<file path="src/rtl/mdu_iter.sv">
// Iterative multiply/divide unit that owns the architectural HI/LO registers.
// MULT/MULTU use radix-2 shift-add and DIV/DIVU use restoring division.
// Both work on magnitudes over DATA_WIDTH RUN cycles. A single FIX cycle then
// applies the sign correction and writes HI/LO. MTHI/MTLO write in one cycle.
module mdu_iter #(
    parameter int DATA_WIDTH = 32
) (
    input  logic                  clk,
    input  logic                  resetn,
    input  logic                  start,
    input  logic [2:0]            op,
    input  logic [DATA_WIDTH-1:0] a,
    input  logic [DATA_WIDTH-1:0] b,
    input  logic                  flush,
    output logic                  busy,
    output logic                  done,
    output logic [DATA_WIDTH-1:0] hi,
    output logic [DATA_WIDTH-1:0] lo
);

    localparam int W  = DATA_WIDTH;
    localparam int CW = $clog2(W + 1);

    localparam logic [CW-1:0] CNT_LAST = CW'(W - 1);
    localparam logic [2:0]    OP_MTHI  = 3'b100;
    localparam logic [2:0]    OP_MTLO  = 3'b101;

    typedef enum logic [1:0] {
        IDLE,
        RUN,
        FIX
    } state_t;

    state_t          state, state_nxt;
    logic [CW-1:0]   cnt;
    // Multiply: {partial product high, multiplier}; divide: {remainder, quotient}
    logic [2*W-1:0]  acc;
    // Multiplicand for multiply, divisor for divide (magnitude)
    logic [W-1:0]    opnd;
    logic            is_div_q;
    logic            neg_q;
    logic            sa_q;
    logic            bz_q;
    logic [W-1:0]    hi_q, lo_q;
    logic            done_q;

    logic            accept;
    logic            is_signed;
    logic            a_neg, b_neg;
    logic [W-1:0]    a_mag, b_mag;

    logic [W:0]      mul_sum;
    logic [2*W-1:0]  mul_nxt;
    logic [W:0]      rem_sh;
    logic            div_ge;
    logic [W-1:0]    div_diff;
    logic [2*W-1:0]  div_nxt;

    logic [2*W-1:0]  prod_fix;
    logic [W-1:0]    fix_hi, fix_lo;

    assign accept    = (state == IDLE) && start && !flush;
    assign is_signed = ~op[0];
    assign a_neg     = is_signed & a[W-1];
    assign b_neg     = is_signed & b[W-1];
    assign a_mag     = a_neg ? -a : a;
    assign b_mag     = b_neg ? -b : b;

    assign busy = (state != IDLE);
    assign done = done_q;
    assign hi   = hi_q;
    assign lo   = lo_q;

    // One iteration of each algorithm, computed from the current accumulator
    always_comb begin
        mul_sum  = {1'b0, acc[2*W-1:W]} + (acc[0] ? {1'b0, opnd} : '0);
        mul_nxt  = {mul_sum, acc[W-1:1]};

        rem_sh   = acc[2*W-1:W-1];
        div_ge   = (rem_sh >= {1'b0, opnd});
        // When the trial subtract succeeds the difference is below the divisor,
        // so the low W bits hold the complete new remainder.
        div_diff = rem_sh[W-1:0] - opnd;
        div_nxt  = {(div_ge ? div_diff : rem_sh[W-1:0]), acc[W-2:0], div_ge};
    end

    assign prod_fix = neg_q ? -acc : acc;

    // Sign correction and divide-by-zero override applied in FIX
    always_comb begin
        fix_hi = prod_fix[2*W-1:W];
        fix_lo = prod_fix[W-1:0];
        if (is_div_q) begin
            fix_lo = neg_q ? -acc[W-1:0] : acc[W-1:0];
            fix_hi = sa_q ? -acc[2*W-1:W] : acc[2*W-1:W];
            if (bz_q) begin
                fix_lo = '1;
            end
        end
    end

    // State register
    always_ff @(posedge clk or negedge resetn) begin
        if (!resetn) begin
            state <= IDLE;
        end else begin
            state <= state_nxt;
        end
    end

    // Next-state logic; flush returns to IDLE from any busy state
    always_comb begin
        state_nxt = state;
        case (state)
            IDLE: begin
                if (accept && !op[2]) begin
                    state_nxt = RUN;
                end
            end
            RUN: begin
                if (flush) begin
                    state_nxt = IDLE;
                end else if (cnt == CNT_LAST) begin
                    state_nxt = FIX;
                end
            end
            FIX: begin
                state_nxt = IDLE;
            end
            default: begin
                state_nxt = IDLE;
            end
        endcase
    end

    // Operand capture on acceptance and one algorithm step per RUN cycle
    always_ff @(posedge clk or negedge resetn) begin
        if (!resetn) begin
            cnt      <= '0;
            acc      <= '0;
            opnd     <= '0;
            is_div_q <= 1'b0;
            neg_q    <= 1'b0;
            sa_q     <= 1'b0;
            bz_q     <= 1'b0;
        end else if (accept && !op[2]) begin
            cnt      <= '0;
            is_div_q <= op[1];
            neg_q    <= a_neg ^ b_neg;
            sa_q     <= a_neg;
            bz_q     <= (b == '0);
            if (op[1]) begin
                acc  <= {{W{1'b0}}, a_mag};
                opnd <= b_mag;
            end else begin
                acc  <= {{W{1'b0}}, b_mag};
                opnd <= a_mag;
            end
        end else if (state == RUN) begin
            acc <= is_div_q ? div_nxt : mul_nxt;
            cnt <= cnt + CW'(1);
        end
    end

    // Architectural HI/LO and the registered done pulse
    always_ff @(posedge clk or negedge resetn) begin
        if (!resetn) begin
            hi_q   <= '0;
            lo_q   <= '0;
            done_q <= 1'b0;
        end else begin
            done_q <= 1'b0;
            if (accept && op[2]) begin
                done_q <= 1'b1;
                if (op == OP_MTHI) begin
                    hi_q <= a;
                end
                if (op == OP_MTLO) begin
                    lo_q <= a;
                end
            end else if (state == FIX && !flush) begin
                done_q <= 1'b1;
                hi_q   <= fix_hi;
                lo_q   <= fix_lo;
            end
        end
    end

endmodule

</file>
<file path="config.mk">
export PLATFORM = sky130hd
export DESIGN_NAME = mdu_iter
export DESIGN_NICKNAME = d
export VERILOG_FILES = /design/src/rtl/mdu_iter.sv
export SDC_FILE = /design/constraint.sdc
export NUM_CORES = 1
export LEC_CHECK = 0
export ABC_AREA = 1
export CAP_MARGIN = 20
export CORE_ASPECT_RATIO = 1.4
export CORE_MARGIN = 10
export CORE_UTILIZATION = 35
export DETAILED_ROUTE_END_ITERATION = 8
export PLACE_DENSITY = 0.66
export SYNTH_ARGS = -nofsm -noshare
export SYNTH_HDL_FRONTEND = slang
export SYNTH_SLANG_ARGS = --single-unit
export TNS_END_PERCENT = 5
</file>
<file path="constraint.sdc">
create_clock -name clk -period 2.7 [get_ports clk]
set_input_delay 0.27 -clock clk [delete_from_list [all_inputs] [get_ports clk]]
set_output_delay 0.27 -clock clk [all_outputs]
set_load 0.02 [all_outputs]
</file>
==> metrics.yaml <==
clockBufferDepth: 2
synthCells: 3144
critPathKind: "reg -> reg"
ys_seq_area_frac: 0.238
synth_edf_count: 0
syn2layout_area_growth_pct: 24.6
antennaDiodeCount: 0
report.final.slew_viol_count: 0
synth_commonest_cells: "nand2_1, nor2_1, inv_1"
cp_num_buf_inv: 2
antenna_found_initial: 0
routed_wl_um: 97300
slowest_stage: "dfrtp_1"
rr_worst_depth: 13
worst_ep_required_time_ps: 3050
drc: 0
critPathTopFamily: "simple AND/OR/NAND/NOR gates"
status: "finished clean"
gp_congestion: 1.09
ys_warn_count: 0
r2r_setup_slack_ps: 3
die_h_um: 290
postSynth.asyncResetShare: 1.00
cts_tree: "built"
fp.dieW_um: 213
hold_path.class: "in -> async"
h-tree-depth: 4
powerDensity_nw_per_um2: 1130
finalHoldViolCount: 0
portBuffers: 136
final_area_um2: 22600
synth_nets: 3286
grt_overflow: 0
synthFlopType: "dfrtp_1"
grt_use_met1: 0.331
synthDominantCellAreaShare: 0.238
initial_core_util: 0.354
grt_pass1_wl_um: 142000
clkSlewWorstSetupHoldPaths_ps: 70
worstPathCellList: "inv_1, ha_2, nand2_1, nor2_4, nand2_2, nor2_2, nand3b_1, nand2_2, nor2_4, nand2_4, buf_4, nand3_1, a22oi_1"
post_dp_cell_area_um2: 22000
layout.nets: 3599
end_kind: "flop"
synth.most_common_cell: "nand2_1"
clkLatencyLatePin_ps: 480
grt_max_degree: 90
vias: 22400
ir_drop_v: 0.000612
crit_fanout: 16
drive_gt1_frac: 0.106
grt_setup_unrepaired: "yes"
tightest_slew_ps: 743
synth_area_leader_cell: "dfrtp_1"
rr_startpoint: "opnd[17]"
coreArea_um2: 51300
dieArea_um2: 61600
fin_ws_ps: 2.52
worstReg2RegEnd: "acc[0]"
period_share: 0.999
max_freq_ghz: 0.371
cp.arrival_ps: 3050
dr.pass1.iters: 7
synth.area.top_cells: "dfrtp_1, nand2_1, nor2_1, inv_1, nand3_1"
cp-start-kind: "flop"
met3_usage: 0.0432
use_met2: 0.536
grt.busiest_layer: "met2"
syn_avg_cell_area_um2: 5.78
antenna_left: 0
grt_use_total: 0.315
leakage_nw: 11.6
fp-row-count: 98
cap_violations: 0
fin_setup_tns_ps: 0
relSlewSlack: 0.499
cts_buffers: 17
setup_viol: 0
cts.sinks: 173
wl_per_cell_um: 23.6
dpl_worst_slack_ps: 22.6
io_pins: 137
dp_hpwl_um: 80400
hold_ws_ps: 279
drt_iter0_drc: 2110
post-route-min-period_ps: 2700
syn_area_um2: 18200
ys_types: 48
clock_skew_ps: 15.6
p_total_mw: 25.5
critPathMaxStageDelay_ps: 410
viasPerCell: 5.44
ys_seq_elements: 173
post_cts_buffers: 0
cts_root_buf: "clkbuf_16"
grt_pass1_vias: 22000
[layout make-up]
class	instances	area, µm²
multi-input cells	2436	11900
repair buffers	394	3440
clock buffers	18	429
clock inverters	14	124
fillers	5644	28600
flip-flops and latches	173	4330
well taps	650	813
inverters	435	1630
[layout by cell type (no fill, tap or decap), types with 4 or more instances in the layout]
| cell type | Yosys | final |
|---|---|---|
| a21o_1 | 5 | 5 |
| a21oi_1 | 161 | 158 |
| a21oi_2 | 1 | 4 |
| a22oi_1 | 7 | 7 |
| a31oi_1 | 16 | 16 |
| and3_1 | 4 | 4 |
| buf_12 | 0 | 11 |
| buf_4 | 5 | 245 |
| clkbuf_16 | 0 | 17 |
| clkdlybuf4s50_1 | 0 | 135 |
| dfrtp_1 | 173 | 171 |
| ha_1 | 69 | 63 |
| ha_2 | 0 | 4 |
| inv_1 | 426 | 423 |
| inv_2 | 7 | 10 |
| inv_6 | 0 | 6 |
| inv_8 | 0 | 4 |
| nand2_1 | 970 | 966 |
| nand2_2 | 9 | 13 |
| nand3_1 | 292 | 289 |
| nand3_2 | 5 | 8 |
| nand3b_1 | 11 | 11 |
| nand4_1 | 44 | 44 |
| nor2_1 | 432 | 424 |
| nor2_2 | 10 | 15 |
| nor2_4 | 5 | 8 |
| nor3_1 | 36 | 35 |
| nor4_1 | 5 | 5 |
| o211ai_1 | 41 | 41 |
| o21ai_0 | 180 | 176 |
| o21ai_1 | 7 | 10 |
| o21bai_1 | 10 | 10 |
| o221ai_1 | 9 | 9 |
| o31ai_1 | 4 | 4 |
| or2_2 | 6 | 6 |
| xor2_1 | 74 | 74 |
[registers in the layout, indices dropped and copies added, names as in the netlist]
signal and flops:
is_div_q 1, hi 32, done 1, opnd 32, state 2, sa_q 1, bz_q 1, neg_q 1
cnt 6, lo 32, acc 64
[repair_timing]
action,in CTS,in global routing
setup endpoints to repair,0,31
hold buffers,1,0
gates resized for setup,0,33
hold endpoints to repair,30,0
[power by group]
| group | switching (mW) | internal (mW) | leakage (nW) |
|---|---|---|---|
| Combinational | 11.8 | 6.53 | 9.29 |
| Sequential | 1.23 | 3.50 | 2.07 |
| Clock | 1.28 | 1.22 | 0.274 |
| Total | 14.3 | 11.2 | 11.6 |
[through the flow]
step / utilization / cells
after floorplan: - / 3144
after global placement: 0.428 / 4087
after detailed placement: 0.428 / 4087
after CTS: 0.439 / 4120
after global routing: 0.442 / 4120
final: 0.442 / 4120
[per-layer routing]
layer / vias to the layer above / wire, µm
met4: 0 / 10800
li1: 10700 / -
met5: - / 0
met3: 353 / 5830
met1: 10300 / 34100
met2: 1092 / 46600
[cells by family (layout without fill, tap and decap cells)]
group                      count (synthesis)  after routing  share of synthesized area
adders and majority gates                 71             71                     0.0497
and+or+nand+nor                         1833           1833                      0.419
xor gates and xnor gates                  77             77                     0.0371
DFF                                      173            173                      0.238
buffers and inverters                    535            861                      0.115
AOI/OAI and AO/OA                        455            455                      0.141
[how the worst max path moves through the flow]
stage	from	end	slack [ps]	cells after the start
floorplan	acc[0]	acc[51]	100	17
global placement	acc[32]	acc[47]	60	14
detailed placement	acc[32]	acc[47]	20	14
CTS	opnd[0]	acc[47]	7	16
global route	opnd[17]	acc[0]	-80	13
finish	opnd[17]	acc[0]	3	13
(Power assumes the default switching activity.)
